**config.mk**
```make
export PLATFORM = sky130hd
export DESIGN_NAME = midi_note_tracker_flat
export DESIGN_NICKNAME = d
export VERILOG_FILES = /design/src/rtl/midi_note_tracker_pkg.sv /design/src/rtl/midi_note_tracker_if.sv /design/src/rtl/midi_note_tracker_note_stack.sv /design/src/rtl/midi_note_tracker.sv /design/src/flat_wrapper.sv
export SDC_FILE = /design/constraint.sdc
export NUM_CORES = 1
export LEC_CHECK = 0
export ABC_CLOCK_PERIOD_IN_PS = 2800
export BUFFER_PORTS_ARGS = -buffer_cell sky130_fd_sc_hd__buf_2
export CAP_MARGIN = 20
export CELL_PAD_IN_SITES_DETAIL_PLACEMENT = 1
export CELL_PAD_IN_SITES_GLOBAL_PLACEMENT = 1
export CORE_UTILIZATION = 41
export CTS_CLUSTER_SIZE = 10
export DETAILED_ROUTE_END_ITERATION = 7
export GPL_ROUTABILITY_DRIVEN = 0
export MAX_ROUTING_LAYER = met4
export PLACE_DENSITY_LB_ADDON = 0.15
export SLEW_MARGIN = 20
export SYNTH_ARGS = -nofsm -noshare
export SYNTH_HDL_FRONTEND = slang
export SYNTH_SLANG_ARGS = --single-unit
```
**constraint.sdc**
```tcl
create_clock -name clk -period 2.8 [get_ports clk]
set_input_delay 0.56 -clock clk [delete_from_list [all_inputs] [get_ports clk]]
set_output_delay 0.56 -clock clk [all_outputs]
set_load 0.005 [all_outputs]
```
**src/rtl/midi_note_tracker_pkg.sv**
```systemverilog
// Shared constants and types for the MIDI note tracker: status nibbles,
// controller numbers, parser state encodings and the held-note stack entry.
package midi_note_tracker_pkg;

    localparam logic [3:0] ST_NOTE_OFF   = 4'h8;
    localparam logic [3:0] ST_NOTE_ON    = 4'h9;
    localparam logic [3:0] ST_CC         = 4'hB;
    localparam logic [3:0] ST_PROGRAM    = 4'hC;
    localparam logic [3:0] ST_CHAN_PRESS = 4'hD;

    localparam logic [6:0] CC_ALL_NOTES_OFF = 7'd123;

    localparam logic [1:0] PS_IDLE  = 2'd0;
    localparam logic [1:0] PS_D1    = 2'd1;
    localparam logic [1:0] PS_D2    = 2'd2;
    localparam logic [1:0] PS_SYSEX = 2'd3;

    typedef struct packed {
        logic [6:0] key;
        logic [6:0] vel;
    } stack_entry_t;

    // Program change and channel pressure carry a single data byte.
    function automatic logic is_one_byte_msg(input logic [3:0] status);
        return (status == ST_PROGRAM) || (status == ST_CHAN_PRESS);
    endfunction

endpackage

```
**src/rtl/midi_note_tracker_if.sv**
```systemverilog
// MIDI byte stream from the UART receiver: one-cycle valid strobe plus data byte.
interface midi_note_tracker_if;

    logic       midi_valid;
    logic [7:0] midi_data;

    modport master (output midi_valid, output midi_data);
    modport slave  (input  midi_valid, input  midi_data);

endinterface

```
**src/rtl/midi_note_tracker_note_stack.sv**
```systemverilog
// Last-note-priority held-key stack; index 0 is the top. Exposes the
// post-update top entry so the owner can register it on the same edge.
module midi_note_tracker_note_stack
    import midi_note_tracker_pkg::*;
#(
    parameter int unsigned STACK_DEPTH = 4
) (
    input  logic       clk,
    input  logic       reset_n,
    input  logic       push,
    input  logic       remove,
    input  logic       clear,
    input  logic [6:0] key,
    input  logic [6:0] vel,
    output logic       top_hit_c,
    output logic       empty_c,
    output logic [6:0] top_key_c,
    output logic [6:0] top_vel_c
);

    localparam int unsigned IDX_W = (STACK_DEPTH > 1) ? $clog2(STACK_DEPTH) : 1;

    stack_entry_t             ent_q   [STACK_DEPTH];
    stack_entry_t             ent_d   [STACK_DEPTH];
    stack_entry_t             ent_ext [STACK_DEPTH+1];
    logic [STACK_DEPTH-1:0]   vld_q;
    logic [STACK_DEPTH-1:0]   vld_d;
    logic [STACK_DEPTH:0]     vld_ext;
    logic                     found;
    logic [IDX_W-1:0]         hit_idx;
    stack_entry_t             ins;

    // Locate the slot holding the addressed key (keys are unique).
    always_comb begin
        found   = 1'b0;
        hit_idx = '0;
        for (int i = 0; i < STACK_DEPTH; i++) begin
            if (vld_q[i] && (ent_q[i].key == key)) begin
                found   = 1'b1;
                hit_idx = IDX_W'(i);
            end
        end
    end

    // One extra empty slot below the bottom makes the close-gap shift uniform.
    always_comb begin
        for (int i = 0; i < STACK_DEPTH; i++) begin
            ent_ext[i] = ent_q[i];
        end
        ent_ext[STACK_DEPTH] = '0;
        vld_ext              = {1'b0, vld_q};
    end

    always_comb begin
        ins   = '{key: key, vel: vel};
        ent_d = ent_q;
        vld_d = vld_q;
        if (clear) begin
            vld_d = '0;
        end else if (push) begin
            // Shift down up to the old copy of the key (or off the bottom if new).
            ent_d[0] = ins;
            vld_d[0] = 1'b1;
            for (int i = 1; i < STACK_DEPTH; i++) begin
                if (!found || (i <= int'(hit_idx))) begin
                    ent_d[i] = ent_q[i-1];
                    vld_d[i] = vld_q[i-1];
                end
            end
        end else if (remove && found) begin
            for (int i = 0; i < STACK_DEPTH; i++) begin
                if (i >= int'(hit_idx)) begin
                    ent_d[i] = ent_ext[i+1];
                    vld_d[i] = vld_ext[i+1];
                end
            end
        end
    end

    always_ff @(posedge clk) begin
        if (!reset_n) begin
            vld_q <= '0;
            for (int i = 0; i < STACK_DEPTH; i++) begin
                ent_q[i] <= '0;
            end
        end else begin
            vld_q <= vld_d;
            for (int i = 0; i < STACK_DEPTH; i++) begin
                ent_q[i] <= ent_d[i];
            end
        end
    end

    assign top_hit_c = vld_q[0] && (ent_q[0].key == key);
    assign empty_c   = !vld_d[0];
    assign top_key_c = ent_d[0].key;
    assign top_vel_c = ent_d[0].vel;

endmodule

```
**src/rtl/midi_note_tracker.sv**
```systemverilog
// MIDI channel-voice parser with running status feeding a held-note stack;
// drives note_on / note_repeat / note_start / velocity for one mono voice.
module midi_note_tracker
    import midi_note_tracker_pkg::*;
#(
    parameter int unsigned STACK_DEPTH = 4
) (
    input  logic                  clk,
    input  logic                  reset_n,
    input  logic                  en,
    input  logic [3:0]            midi_ch,
    midi_note_tracker_if.slave    midi,
    output logic                  note_on,
    output logic                  note_repeat,
    output logic [6:0]            note_start,
    output logic [6:0]            velocity
);

    logic [1:0] state_q;
    logic [1:0] state_d;
    logic [3:0] status_q;
    logic [3:0] status_d;
    logic       match_q;
    logic       match_d;
    logic [6:0] data1_q;
    logic [6:0] data1_d;
    logic       msg_done_c;

    logic       byte_ok;
    logic [7:0] rx_byte;
    logic [6:0] data2;
    logic       act_c;
    logic       push_c;
    logic       remove_c;
    logic       clear_c;

    logic       top_hit_c;
    logic       empty_c;
    logic [6:0] top_key_c;
    logic [6:0] top_vel_c;

    assign byte_ok = en && midi.midi_valid;
    assign rx_byte = midi.midi_data;
    assign data2   = rx_byte[6:0];

    always_ff @(posedge clk) begin
        if (!reset_n) begin
            state_q  <= PS_IDLE;
            status_q <= '0;
            match_q  <= 1'b0;
            data1_q  <= '0;
        end else begin
            state_q  <= state_d;
            status_q <= status_d;
            match_q  <= match_d;
            data1_q  <= data1_d;
        end
    end

    // Parser next state; realtime bytes fall through leaving everything untouched.
    always_comb begin
        state_d    = state_q;
        status_d   = status_q;
        match_d    = match_q;
        data1_d    = data1_q;
        msg_done_c = 1'b0;
        if (byte_ok && (rx_byte[7:3] != 5'b11111)) begin
            if (rx_byte[7]) begin
                if (rx_byte[7:4] != 4'hF) begin
                    status_d = rx_byte[7:4];
                    match_d  = (rx_byte[3:0] == midi_ch);
                    state_d  = PS_D1;
                end else if (rx_byte == 8'hF0) begin
                    state_d = PS_SYSEX;
                end else begin
                    state_d = PS_IDLE;
                end
            end else begin
                case (state_q)
                    PS_D1: begin
                        data1_d = data2;
                        if (is_one_byte_msg(status_q)) begin
                            msg_done_c = 1'b1;
                        end else begin
                            state_d = PS_D2;
                        end
                    end
                    PS_D2: begin
                        msg_done_c = 1'b1;
                        state_d    = PS_D1;
                    end
                    default: begin
                        state_d = state_q;
                    end
                endcase
            end
        end
    end

    // Decode completed channel messages into stack operations.
    assign act_c    = msg_done_c && match_q;
    assign push_c   = act_c && (status_q == ST_NOTE_ON) && (data2 != 7'd0);
    assign remove_c = act_c && ((status_q == ST_NOTE_OFF) ||
                                ((status_q == ST_NOTE_ON) && (data2 == 7'd0)));
    assign clear_c  = act_c && (status_q == ST_CC) && (data1_q == CC_ALL_NOTES_OFF);

    midi_note_tracker_note_stack #(
        .STACK_DEPTH (STACK_DEPTH)
    ) u_stack (
        .clk       (clk),
        .reset_n   (reset_n),
        .push      (push_c),
        .remove    (remove_c),
        .clear     (clear_c),
        .key       (data1_q),
        .vel       (data2),
        .top_hit_c (top_hit_c),
        .empty_c   (empty_c),
        .top_key_c (top_key_c),
        .top_vel_c (top_vel_c)
    );

    // Key and velocity hold their last values once the stack empties.
    always_ff @(posedge clk) begin
        if (!reset_n) begin
            note_on     <= 1'b0;
            note_repeat <= 1'b0;
            note_start  <= '0;
            velocity    <= '0;
        end else begin
            note_on     <= !empty_c;
            note_repeat <= push_c && top_hit_c;
            if (!empty_c) begin
                note_start <= top_key_c;
                velocity   <= top_vel_c;
            end
        end
    end

endmodule
```
**src/flat_wrapper.sv**
```systemverilog
// flat-port wrapper written by rule: the top's interface ports become plain ports
module midi_note_tracker_flat import midi_note_tracker_pkg::*;
#(
    parameter int unsigned STACK_DEPTH = 4
)
  (clk, reset_n, en, midi_ch, note_on, note_repeat, note_start, velocity, midi_midi_valid, midi_midi_data);
  midi_note_tracker_if midi_i ();
  input  logic clk;
  input  logic reset_n;
  input  logic en;
  input  logic [3:0] midi_ch;
  output logic note_on;
  output logic note_repeat;
  output logic [6:0] note_start;
  output logic [6:0] velocity;
  input wire logic [$bits(midi_i.midi_valid)-1:0] midi_midi_valid;
  input wire logic [$bits(midi_i.midi_data)-1:0] midi_midi_data;
  assign midi_i.midi_valid = midi_midi_valid;
  assign midi_i.midi_data = midi_midi_data;
  midi_note_tracker #(.STACK_DEPTH(STACK_DEPTH)) u_core (.clk(clk), .reset_n(reset_n), .en(en), .midi_ch(midi_ch), .midi(midi_i), .note_on(note_on), .note_repeat(note_repeat), .note_start(note_start), .velocity(velocity));
endmodule
```
Word-level counts from Yosys, hierarchy flattened
Cells that the tools add are included.
Word-level totals
  register bits: 89
  output and inout port bits: 16
  logic and storage cells: 119
Cells by class
  order comparisons: 6
  equality and inequality tests: 20
  muxes and demuxes: 34
  bitwise operators: 3
  reduce and logical (&&, ||, !) cells: 37
Operator list (count)
  $mux 56: 3
  $mux 14: 6
  $eq 7x7->1: 4
  $eq 4x4->1 const B: 5
  $reduce_and 3->1: 6
  $logic_and 1x1->1: 15
  $mux 1: 15
  $mux 2: 6
  $eq 8x8->1 const B: 1
  $mux 4: 2
  $reduce_and 4->1: 2
  $eq 7x7->1 const B: 1
  $logic_not 7->1: 1
  $reduce_bool 7->1: 1
  $ne 2x2->1 const B: 3
  $reduce_bool 2->1: 3
  $logic_or 1x1->1: 5
  $ne 5x5->1 const B: 1
  $eq 4x4->1: 1
  $ge 1x2->1 const A: 2
  $le 2x2->1 const A: 2
  $ne 4x4->1 const B: 1
  $pmux 2 s2: 1
  $ne 3x3->1 const B: 1
  10 further kinds: 12

Depth between registers and ports, before layout
  word-level depth: 12
  mapped depth: 11

Hierarchy
From an unflattened synthesis, not the netlist that was laid out.
Second synthesis, totals
  cell total of the unflattened synthesis: 519
  area total of the unflattened synthesis: 4553.1 um2
By module, submodules not included
  midi_note_tracker_note_stack: times used 1, cells an instance 393, area each 3225.6 um2, seq. area each 1201.2 um2
  midi_note_tracker: times used 1, cells an instance 126, area each 1327.5 um2, seq. area each 600.6 um2

Worst setup path after synthesis
No wires, ideal clock.
  path type: input -> register
  start: input port midi_midi_data[0]
  end: register u_core.velocity[0]
  library setup time: 0.117 ns
  data arrival time: 2.738 ns
  required time: 2.683 ns
  setup slack: -0.055 ns
  stages on the path: 9
  buffers on the path: 2
  cell sequence: or4_4 o41ai_4 and2b_1 and4_1 buf_6 a211oi_4 o21a_4 buf_6 a22o_1
Between the ends
  cells in the longest elaborated chain, start to end: 8
  elaborated cells on any way between the ends: 13
  classes of those cells: mux (6); reduce/logical (7)
RTL lines
  from (decl): RTL line flat_wrapper.sv:17  | input wire logic [$bits(midi_i.midi_data)-1:0] midi_midi_data;
  $logic_not 7->1: RTL line midi_note_tracker.sv:104  | ((status_q == ST_NOTE_ON) && (data2 == 7'd0)));
  $logic_and 1x1->1: RTL line midi_note_tracker.sv:104
  $logic_or 1x1->1: RTL line midi_note_tracker.sv:103  | assign remove_c = act_c && ((status_q == ST_NOTE_OFF) ||
  $logic_and 1x1->1: RTL line midi_note_tracker.sv:103
  $logic_and 1x1->1: RTL line midi_note_tracker_note_stack.sv:70  | end else if (remove && found) begin
  $mux 56 or $mux 4 (tied branches): RTL line midi_note_tracker_note_stack.sv:70
  $mux 56 or $mux 4 (tied branches): RTL line midi_note_tracker_note_stack.sv:60  | end else if (push) begin
  $mux 56 or $mux 1 (tied branches): RTL line midi_note_tracker_note_stack.sv:58  | if (clear) begin
  to (signal assigned): RTL line midi_note_tracker.sv:135  | velocity <= top_vel_c;
  to (decl): RTL line midi_note_tracker.sv:16  | output logic [6:0] velocity
Parallel ways exist; a longest one is shown, timed or not. The select of a mux whose other input is x is not followed.
A chain may end at the register's enable or synchronous reset.

Worst setup path in the final report
  start: register u_core.state_q[0]
  end: register u_core.note_start[5]
Between the ends
  cells in the longest elaborated chain, start to end: 10
  elaborated cells on any way between the ends: 18
  classes of those cells: eq/ne (2); mux (9); reduce/logical (7)
RTL lines
  from (decl): RTL line midi_note_tracker.sv:19  | logic [1:0] state_q;
  from (signal assigned): RTL line midi_note_tracker.sv:53  | state_q <= state_d;
  $eq 2x2->1 or $eq 2x1->1 (tied branches): RTL line midi_note_tracker.sv:79  | case (state_q)
  $pmux 1 s2 *: RTL line midi_note_tracker.sv:79
  $mux 1 *: RTL line midi_note_tracker.sv:68  | if (rx_byte[7]) begin
  $mux 1 *: RTL line midi_note_tracker.sv:67  | if (byte_ok && (rx_byte[7:3] != 5'b11111)) begin
  $logic_and 1x1->1 *: RTL line midi_note_tracker.sv:101  | assign act_c = msg_done_c && match_q;
  $logic_and 1x1->1: RTL line midi_note_tracker.sv:103
  $logic_and 1x1->1: RTL line midi_note_tracker_note_stack.sv:70
  $mux 56 or $mux 4 (tied branches): RTL line midi_note_tracker_note_stack.sv:70
  $mux 56 or $mux 4 (tied branches): RTL line midi_note_tracker_note_stack.sv:60
  $mux 56 or $mux 1 (tied branches): RTL line midi_note_tracker_note_stack.sv:58
  to (signal assigned): RTL line midi_note_tracker.sv:134  | note_start <= top_key_c;
  to (decl): RTL line midi_note_tracker.sv:15  | output logic [6:0] note_start,
Every way passes the cells marked *; elsewhere a longest branch is shown, timed or not. The select of a mux whose other input is x is not followed.

==> flow_summary.yaml <==
synthesis:
  synth_fp_nets: 493
  avgSynthCellArea_um2: 8.88
  yosysMostFrequentCell: "dfxtp_1"
  seq_area_frac_synth: 0.423
  synthTopCellsByArea: "dfxtp_1 42%, a221oi_1 6.4%, xor2_1 4.8%"
  yosysUniqueCellTypes: 52
  synth_top_cell_by_area: "dfxtp_1"
  synth_warnings: 0
  synthCells: 475
  async_flop_share: 0
  ys_ff_latch: 89
  ys.flop_type: "dfxtp_1"
  synth_edf_count: 0
  synth_top_area_frac: 0.423
  yosys-top-cells-count: "89 x dfxtp_1, 52 x nor2_1, 43 x nand2_1"
  post_synth_instance_area_um2: 4220
clock_network:
  clk_pin_slew_worst_paths_ps: 100
  clk_latency_ps: 360
  cts-root-buf: "clkbuf_8"
  cts_max_level: 3
  clockBufferDepth: 2
  cts_tree: "yes"
  cts.sinks: 89
  cts-buffers-inserted: 9
job:
  max_cap_violations: 0
timing:
  fmax_mhz: 371
  relSlewSlack: 0.574
  fin_ws_ps: 107
  fin_skew_ps: 9.54
  timing.hold.ws_ps: 465
  period_needed_ps: 2690
  fin_crit_sh: 0.962
  slew_violations: 0
  setup_viol: 0
  finalHoldViolations: 0
  worst_slew_pin_slew_ps: 639
worst_setup_path:
  end_kind: "flip-flop"
  max_stage_delay_ps: 420
  cp_max_fo: 15
  cp_top_family: "simple AND/OR/NAND/NOR gates"
  cp_slowest_cell: "a211oi_4"
  path_cells: "inv_1 -> ha_1 -> nor4bb_4 -> nand3_2 -> and2b_2 -> buf_4 -> a41oi_1 -> a211oi_4 -> nor2_4 -> a22o_1"
  cp.buffers_inverters: 2
  arrival_ps: 2960
  cp.required_ps: 3060
  path_class: "flip-flop to flip-flop"
  start_kind: "flip-flop"
layout:
  nFillCells: 1158
  nets: 540
  drive_above_1_share: 0.214
  area_delta_synth_final_pct: 19.7
  fin_util: 0.512
  n_antenna_cell: 0
  final_area_um2: 5050
routing:
  vias: 3913
  drt-initial-drc-count: 133
  firstDrtPassIters: 4
  vias_per_cell: 5.93
  ant_nets: 0
  drc: 0
  wl_um: 13800
  avgRoutedWirePerCell_um: 20.9
global_routing:
  grt_pass1_vias: 3930
  grt_max_degree: 34
  gr-total-overflow: 0
  antenna_found_initial: 0
  grt_pass1_wl_um: 21500
  grtUsageTotal: 0.280
placed_design:
  dpl_cell_area_um2: 4770
  portBuffers: 31
  place_ws_ps: -167
  hpwl_um: 9700
power:
  swShare: 0.247
  power.total_mw: 2.33
  pwr-share-seq: 0.547
  pwr-share-comb: 0.047
  p_int_mw: 1.76
  p_leak_nw: 2.14
  p_clk_frac: 0.406
  peakVddDrop_mv: 0.248
  power.switching_mw: 0.577
  power_density_nw_per_um2: 463
floorplan:
  ios: 32
  die_w_um: 103
  die_height_um: 103
  num_rows: 36
  start_util: 0.427
  dieArea_um2: 10700
  coreArea_um2: 9860
status:
  outcome: "completed"
hold_path:
  hold_path_class: "flip-flop to flip-flop"
## per-stage QoR
step,std cells,TNS (ps)
4_1_cts,658,0
3_3_place_gp,642,-800
5_1_grt,660,-15.5
6_report,660,0
2_1_floorplan,475,-550
3_5_place_dp,642,-2240
## worst register-to-register path, stage by stage, from the launching register on
cell and delay (ps):
dfxtp_1 370, inv_1 50, ha_1 320, nor4bb_4 340, nand3_2 150, and2b_2 270
buf_4 120, a41oi_1 160, a211oi_4 420, nor2_4 160, a22o_1 230
## worst paths after layout
| path | start | end | slack [ps] | cells past startpoint |
|---|---|---|---|---|
| worst min-delay path | u_core.u_stack.ent_ext[17]$_SDFFE_PN0P_ | u_core.u_stack.ent_ext[17]$_SDFFE_PN0P_ | 470 | 2 |
| worst max-delay path | u_core.state_q[0]$_SDFFE_PN0P_ | u_core.note_start[5]$_SDFFE_PN0P_ | 110 | 10 |
| worst max register to register | u_core.state_q[0]$_SDFFE_PN0P_ | u_core.note_start[5]$_SDFFE_PN0P_ | 110 | 10 |
| worst min register to register | u_core.u_stack.ent_ext[17]$_SDFFE_PN0P_ | u_core.u_stack.ent_ext[17]$_SDFFE_PN0P_ | 470 | 2 |
## power groups by stage
stage / Sequential (mW) / Combinational (mW) / Clock, mW
after detailed placement: 1.31 / 0.103 / 0
after CTS: 1.28 / 0.104 / 0.971
after floorplan: 1.30 / 0.0560 / 0
final: 1.28 / 0.110 / 0.948
after global routing: 1.28 / 0.119 / 1.02
after global placement: 1.31 / 0.0989 / 0
## layout by cell type (no fill, tap or decap), drive strengths merged, types with 4 or more instances in the layout
| cell | count |
|---|---|
| xnor2 | 10 |
| mux2i | 20 |
| a21oi | 10 |
| a211oi | 13 |
| nand2 | 43 |
| a22o | 14 |
| nor2 | 53 |
| buf | 75 |
| and2 | 9 |
| nand3 | 24 |
| nor4 | 6 |
| a31oi | 8 |
| nor3 | 32 |
| inv | 8 |
| dfxtp | 89 |
| clkbuf | 10 |
| and4 | 4 |
| xor2 | 23 |
| nand4 | 6 |
| a221oi | 33 |
## logic make-up (layout without fill, tap and decap cells)
| family | after synthesis | in the layout | share of synthesized area |
|---|---|---|---|
| AO/OA/AOI/OAI | 96 | 97 | 0.193 |
| AND/OR/NAND/NOR | 190 | 190 | 0.216 |
| adder cells (fa/ha/maj) | 2 | 2 | 0.00593 |
| multiplexers | 20 | 20 | 0.0475 |
| flip-flops | 89 | 89 | 0.423 |
| buffers and inverters | 45 | 96 | 0.0457 |
| XOR/XNOR | 33 | 33 | 0.0685 |
## registers in the layout (all words and copies together) (netlist names)
| name | count |
|---|---|
| u_core.status_q | 4 |
| u_core.u_stack.vld_q | 4 |
| u_core.match_q | 1 |
| u_core.data1_q | 7 |
| u_core.note_start | 7 |
| u_core.u_stack.ent_ext | 56 |
| u_core.state_q | 2 |
| u_core.velocity | 7 |
| u_core.note_repeat | 1 |
## routing by layer
metal	part of all wire	vias up	GRT usage
li1	-	1836	-
met1	0.46	1992	0.346
met2	0.50	66	0.473
met3	0.023	19	0.0484
met4	0.015	0	0.0737
met5	0	-	-
## layout make-up
type	count	area (um^2)	area share
well taps	133	166	0.0330
flip-flops and latches	89	1780	0.353
inverters	5	18.8	0.00372
clock inverters	6	72.6	0.0144
clock buffers	10	138	0.0273
multi-input cells	342	2310	0.458
repair buffers	75	561	0.111
## timing repair
item,CTS,global route
hold buffers,0,0
gates cloned,0,1
setup buffers,0,1
endpoints found under the setup margin,15,19
gates resized for setup,2,7
pin swaps,0,4
Power figures use the tool's default switching activity.
